<file path="config.mk">
export PLATFORM = sky130hd
export DESIGN_NAME = satarx_10b8b
export DESIGN_NICKNAME = d
export VERILOG_FILES = /design/src/rtl/satarx_10b8b.sv
export SDC_FILE = /design/constraint.sdc
export NUM_CORES = 1
export LEC_CHECK = 0
export ABC_AREA = 1
export BUFFER_PORTS_ARGS = -buffer_cell sky130_fd_sc_hd__buf_2
export CORE_MARGIN = 2
export CORE_UTILIZATION = 35
export CTS_BUF_LIST = sky130_fd_sc_hd__clkbuf_4
export CTS_CLUSTER_SIZE = 24
export DETAILED_ROUTE_END_ITERATION = 8
export GPL_ROUTABILITY_DRIVEN = 1
export PLACE_DENSITY = 0.49
export RECOVER_POWER = 100
export SYNTH_ARGS = -nofsm -noshare
export SYNTH_HDL_FRONTEND = slang
export SYNTH_SLANG_ARGS = --single-unit
</file>
<file path="constraint.sdc">
create_clock -name i_clk -period 1.41 [get_ports i_clk]
set_input_delay 0.0705 -clock i_clk [delete_from_list [all_inputs] [get_ports i_clk]]
set_output_delay 0.0705 -clock i_clk [all_outputs]
set_load 0.01 [all_outputs]
</file>
<file path="src/rtl/satarx_10b8b.sv">
// 10b/8b receive decoder with running-disparity tracking and a one-deep
// registered output stage (valid/ready on both sides).
module satarx_10b8b #(
    parameter bit OPT_LOWPOWER = 1'b0
) (
    input  logic       i_clk,
    input  logic       i_reset_n,
    input  logic       S_VALID,
    output logic       S_READY,
    input  logic [9:0] S_DATA,
    output logic       M_VALID,
    input  logic       M_READY,
    output logic [8:0] M_DATA,
    output logic       o_code_err,
    output logic       o_disp_err,
    output logic       o_comma
);

    typedef enum logic [1:0] {RD_UNK, RD_NEG, RD_POS} rd_e;

    rd_e        rd_q, rd_d, rd_mid, rd_end;
    logic       m_valid_q;
    logic [8:0] m_data_q, m_data_d;
    logic       code_err_q, code_err_d;
    logic       disp_err_q, disp_err_d;
    logic       comma_q, comma_d;

    logic [5:0] s6;
    logic [3:0] s4, f4;
    logic [4:0] x5;
    logic [2:0] y3;
    logic [2:0] ones6, ones4;
    logic       ok6, ok4, k28, a7, p7;
    logic       is_k, pair_err, err6, err4;
    logic       x_kx7, x_a7n, x_a7p;
    logic       accept;

    assign s6      = S_DATA[9:4];
    assign s4      = S_DATA[3:0];
    assign ones6   = 3'($countones(s6));
    assign ones4   = 3'($countones(s4));
    assign S_READY = !m_valid_q || M_READY;
    assign accept  = S_VALID && S_READY;

    // 6b -> 5b; both disparity forms map to the same x.
    always_comb begin
        ok6 = 1'b1;
        k28 = 1'b0;
        x5  = '0;
        case (s6)
            6'b100111, 6'b011000: x5 = 5'd0;
            6'b011101, 6'b100010: x5 = 5'd1;
            6'b101101, 6'b010010: x5 = 5'd2;
            6'b110001:            x5 = 5'd3;
            6'b110101, 6'b001010: x5 = 5'd4;
            6'b101001:            x5 = 5'd5;
            6'b011001:            x5 = 5'd6;
            6'b111000, 6'b000111: x5 = 5'd7;
            6'b111001, 6'b000110: x5 = 5'd8;
            6'b100101:            x5 = 5'd9;
            6'b010101:            x5 = 5'd10;
            6'b110100:            x5 = 5'd11;
            6'b001101:            x5 = 5'd12;
            6'b101100:            x5 = 5'd13;
            6'b011100:            x5 = 5'd14;
            6'b010111, 6'b101000: x5 = 5'd15;
            6'b011011, 6'b100100: x5 = 5'd16;
            6'b100011:            x5 = 5'd17;
            6'b010011:            x5 = 5'd18;
            6'b110010:            x5 = 5'd19;
            6'b001011:            x5 = 5'd20;
            6'b101010:            x5 = 5'd21;
            6'b011010:            x5 = 5'd22;
            6'b111010, 6'b000101: x5 = 5'd23;
            6'b110011, 6'b001100: x5 = 5'd24;
            6'b100110:            x5 = 5'd25;
            6'b010110:            x5 = 5'd26;
            6'b110110, 6'b001001: x5 = 5'd27;
            6'b001110:            x5 = 5'd28;
            6'b101110, 6'b010001: x5 = 5'd29;
            6'b011110, 6'b100001: x5 = 5'd30;
            6'b101011, 6'b010100: x5 = 5'd31;
            6'b001111, 6'b110000: begin x5 = 5'd28; k28 = 1'b1; end
            default:              ok6 = 1'b0;
        endcase
    end

    // K28 after 110000 uses the complement of its 001111 4b form, so fold it back first.
    always_comb begin
        f4  = (k28 && s6[5]) ? ~s4 : s4;
        ok4 = 1'b1;
        a7  = 1'b0;
        p7  = 1'b0;
        y3  = '0;
        case (f4)
            4'b1011, 4'b0100: y3 = 3'd0;
            4'b1001:          y3 = 3'd1;
            4'b0101:          y3 = 3'd2;
            4'b1100, 4'b0011: y3 = 3'd3;
            4'b1101, 4'b0010: y3 = 3'd4;
            4'b1010:          y3 = 3'd5;
            4'b0110:          y3 = 3'd6;
            4'b1110, 4'b0001: begin y3 = 3'd7; p7 = 1'b1; end
            4'b0111, 4'b1000: begin y3 = 3'd7; a7 = 1'b1; end
            default:          ok4 = 1'b0;
        endcase
    end

    always_comb begin
        x_kx7    = (x5 == 5'd23) || (x5 == 5'd27) || (x5 == 5'd29) || (x5 == 5'd30);
        x_a7n    = (x5 == 5'd17) || (x5 == 5'd18) || (x5 == 5'd20);
        x_a7p    = (x5 == 5'd11) || (x5 == 5'd13) || (x5 == 5'd14);
        is_k     = 1'b0;
        pair_err = 1'b0;
        if (k28) begin
            is_k     = 1'b1;
            pair_err = p7;
        end else if (a7) begin
            if (x_kx7)
                is_k = 1'b1;
            else if (!((s4 == 4'b0111 && x_a7n) || (s4 == 4'b1000 && x_a7p)))
                pair_err = 1'b1;
        end else if (p7) begin
            // Where the alternate form is mandatory, the primary form never appears.
            pair_err = (s4 == 4'b1110 && x_a7n) || (s4 == 4'b0001 && x_a7p);
        end
    end

    always_comb begin
        err6   = 1'b0;
        rd_mid = rd_q;
        if (ones6 == 3'd4) begin
            err6   = (rd_q == RD_POS);
            rd_mid = RD_POS;
        end else if (ones6 == 3'd2) begin
            err6   = (rd_q == RD_NEG);
            rd_mid = RD_NEG;
        end else if (s6 == 6'b000111) begin
            rd_mid = RD_POS;
        end else if (s6 == 6'b111000) begin
            rd_mid = RD_NEG;
        end

        err4   = 1'b0;
        rd_end = rd_mid;
        if (ones4 == 3'd3) begin
            err4   = (rd_mid == RD_POS);
            rd_end = RD_POS;
        end else if (ones4 == 3'd1) begin
            err4   = (rd_mid == RD_NEG);
            rd_end = RD_NEG;
        end else if (s4 == 4'b0011) begin
            rd_end = RD_POS;
        end else if (s4 == 4'b1100) begin
            rd_end = RD_NEG;
        end

        code_err_d = !ok6 || !ok4 || pair_err;
        if (code_err_d) begin
            m_data_d   = 9'h1ff;
            disp_err_d = 1'b0;
            comma_d    = 1'b0;
            rd_d       = RD_UNK;
        end else begin
            m_data_d   = {is_k, y3, x5};
            disp_err_d = err6 || err4;
            comma_d    = k28 && ((y3 == 3'd1) || (y3 == 3'd5) || (y3 == 3'd7));
            rd_d       = rd_end;
        end
    end

    always_ff @(posedge i_clk or negedge i_reset_n) begin
        if (!i_reset_n) begin
            m_valid_q  <= 1'b0;
            m_data_q   <= '0;
            code_err_q <= 1'b0;
            disp_err_q <= 1'b0;
            comma_q    <= 1'b0;
            rd_q       <= RD_UNK;
        end else if (accept) begin
            m_valid_q  <= 1'b1;
            m_data_q   <= m_data_d;
            code_err_q <= code_err_d;
            disp_err_q <= disp_err_d;
            comma_q    <= comma_d;
            rd_q       <= rd_d;
        end else if (M_READY) begin
            m_valid_q <= 1'b0;
            if (OPT_LOWPOWER) begin
                m_data_q   <= '0;
                code_err_q <= 1'b0;
                disp_err_q <= 1'b0;
                comma_q    <= 1'b0;
            end
        end
    end

    assign M_VALID    = m_valid_q;
    assign M_DATA     = m_data_q;
    assign o_code_err = code_err_q;
    assign o_disp_err = disp_err_q;
    assign o_comma    = comma_q;

endmodule

</file>
==> run_results.csv <==
group,metric,value,unit
clock_tree,clkTransAtPathRegs,100,ps
logic_synthesis,netlist_instances,429,
final_layout,layout-drive-gt1-share,0.286,
global_routing,grt_pass1_wl,12200,µm
place,portBuffers,27,
route,drc,0,
sta,timing.fmax,405,MHz
global_routing,overflow,0,
final_layout,fillCellCount,709,
critical_path,crit_path_max_fanout,3,
final_layout,multiInputGateArea,0.00182,mm²
clock_tree,cts_buffer_depth,2,
global_routing,grt_pass1_vias,2763,
route,viasPerCell,4.85,
logic_synthesis,mappedNetlistArea,0.00240,mm²
critical_path,reg2reg_depth,9,
clock_tree,clkLatencyLatePin,290,ps
place,gp_congestion,0.946,
floorplan,initial_core_util,0.358,
logic_synthesis,yosys_warnings,0,
clock_tree,numCtsBuffers,3,
final_layout,layout.cells.non_filler,615,
route,dr.first_iter.drc_count,187,
logic_synthesis,synthFlopType,"dfrtp_1",
logic_synthesis,seq_area_frac_synth,0.156,
logic_synthesis,synth_top_cell_by_area,"nand2_1",
sta,maxSlewViolCount,0,
floorplan,dieWidth,86.8,µm
place,post_dp_cell_area,0.00332,mm²
critical_path,startpoint,"S_DATA[4]",
logic_synthesis,synth.avg_cell_area,5.60,µm²
sta,fin_skew,1.28,ps
logic_synthesis,async_flop_share,1.00,
route,routedWlPerCell,11.7,µm
pwr,leakage,1.97,nW
place,hpwl,6090,µm
pwr,p_per_area,604,mW/mm²
place,dp_cells,609,
sta,fin_setup_tns,-11150,ps
route,first_pass_iters,4,
sta,min_period,2470,ps
final_layout,nets,565,
flow_run,cap_violations,0,
sta,finalHoldViolations,0,
final_layout,seqCellArea,375,µm²
critical_path,r2r-start,"M_VALID",
critical_path,critPathMaxStageDelay,520,ps
logic_synthesis,ys_top_cells_by_area,"nand2_1 (17%), dfrtp_1 (16%), nand3_1 (15%), nor2_1 (12%), inv_1 (9.2%)",
clock_tree,htreeDepth,1,
critical_path,crit_chain,"buf_6 > fa_1 > inv_1 > fa_1 > inv_1 > ha_2 > inv_2 > fa_1 > inv_2 > nand2_2 > nor2_4 > buf_4 > buf_4 > a21oi_1 > nand4_1 > o21ai_1 > a21oi_1",
critical_path,r2r_end,"M_DATA[6]",
critical_path,cp_common_cell,"fa_1",
outcome,status,"complete, but fails checks",
final_layout,area_delta_synth_final,41.1,%
floorplan,placementRows,30,
sta,setup_slack,-1060,ps
route,dr_total_vias,2980,
logic_synthesis,yosys_register_bits,15,
critical_path,required,1600,ps
floorplan,core-area,0.00672,mm²
outcome,violations,"negative setup slack",
logic_synthesis,yosysMostFrequentCell,"nand2_1",
global_routing,grt_antenna_before_repair,0,
logic_synthesis,post-synth-top-area-fraction,0.169,
route,wl,7220,µm
floorplan,die_y,86.8,µm
pwr,peakVddDrop,0.302,mV
critical_path,crit_path_end_kind,"register",
sta,slew_headroom,0.444,
sta,rsz0062_at_grt,"true",
min_path,hp-class,"in -> reg",
critical_path,start_kind,"primary input",
global_routing,grt_max_degree,17,
logic_synthesis,synth_edf_count,0,
clock_tree,numClockSinks,15,
critical_path,endpoint,"o_disp_err",
critical_path,critPathArrivalTime,2660,ps
floorplan,die-area,0.00754,mm²
clock_tree,cts-root-buf,"clkbuf_4",
logic_synthesis,synth_nets,458,
logic_synthesis,synthTopCellsByCount,"nand2_1 (108), nor2_1 (76), nand3_1 (71), inv_1 (59), dfrtp_1 (15)",
critical_path,cp_slowest_cell,"fa_1",
sta,tightest_slew,834,ps
route,ant_nets,0,
sta,period_share,1.75,
floorplan,ios,28,
critical_path,path_class,"in -> reg",
clock_tree,cts_tree,"done",
logic_synthesis,ys_types,33,
sta,setup_viol,14,
place,pre_cts_ws,-1420,ps
global_routing,track_usage,0.197,
critical_path,worst-r2r-setup-slack,90,ps
final_layout,diodes,0,
final_layout,final_cell_area,0.00339,mm²
==> logic make-up after synthesis <==
kind of cell / synth area share
xor+xnor: 0.0182
compound gates: 0.0677
fa+ha+maj: 0.0906
buf+inv: 0.132
simple gates: 0.535
flops: 0.156
==> metrics by stage <==
step	utilization	total power (W)	hold slack, ps
floorplan	-	0.00127	-225
global placement	0.495	0.00175	-0.947
detailed placement	0.495	0.00176	5.21
CTS	0.506	0.00206	48.4
global route	0.504	0.00223	83.8
finish	0.504	0.00205	45.4
==> area by class of cell <==
| cell class | count | area share |
|---|---|---|
| multi-input cells | 338 | 0.537 |
| inverters | 63 | 0.0757 |
| clock inverters | 1 | 0.00148 |
| repair buffers | 115 | 0.239 |
| clock buffers | 3 | 0.00664 |
| well taps | 80 | 0.0295 |
| flip-flops and latches | 15 | 0.111 |
==> worst max-delay path: cells and delay by family <==
kind	cells	cell delay [ps]
compound gates	3	250
buf+inv	7	530
simple gates	3	220
fa+ha+maj	4	1600
==> layout by cell type, fill, tap and decap left out, drive strengths merged, types with 5 or more instances in the layout <==
cell,instances
nand2,113
buf,99
nor2,85
nand3,71
inv,63
clkbuf,18
dfrtp,15
o21ai,12
ha,11
a21oi,9
nand4,8
nor3,6
xor2,5
==> where the power goes <==
part	switching, W	leakage, nW	internal, W
Combinational	0.000691	1.78	0.000532
Clock	0.000155	0.0177	0.000106
Sequential	0.0000484	0.169	0.000513
==> metal layers <==
metal  up-vias  track usage  share of wire
met4         0       0.0270          0.012
met5         -            0              0
met3         8       0.0219          0.039
li1       1570            -              -
met2        69        0.327           0.44
met1      1333        0.282           0.51
==> worst min-delay path by stage <==
stage	slack, ps	to	startpoint	cells after the start
CTS	50	M_VALID	M_READY	4
floorplan	-230	M_DATA[0]	i_reset_n	0
detailed placement	5	M_VALID	i_reset_n	1
finish	50	M_VALID	M_READY	4
global placement	-0.9	M_VALID	i_reset_n	1
global route	80	M_VALID	M_READY	4
==> registers in the layout, indices dropped and copies added, names as in the netlist <==
name / cells
rd_q: 2
o_code_err: 1
M_DATA: 9
o_comma: 1
o_disp_err: 1
M_VALID: 1
==> repair_timing <==
item / in CTS / in global routing
hold endpoints to repair: 15 / 0
endpoints found under the setup margin: 14 / 14
buffers inserted: 0 / 1
resized for setup: 13 / 1
hold buffers: 1 / 0
(Power assumes the default switching activity.)
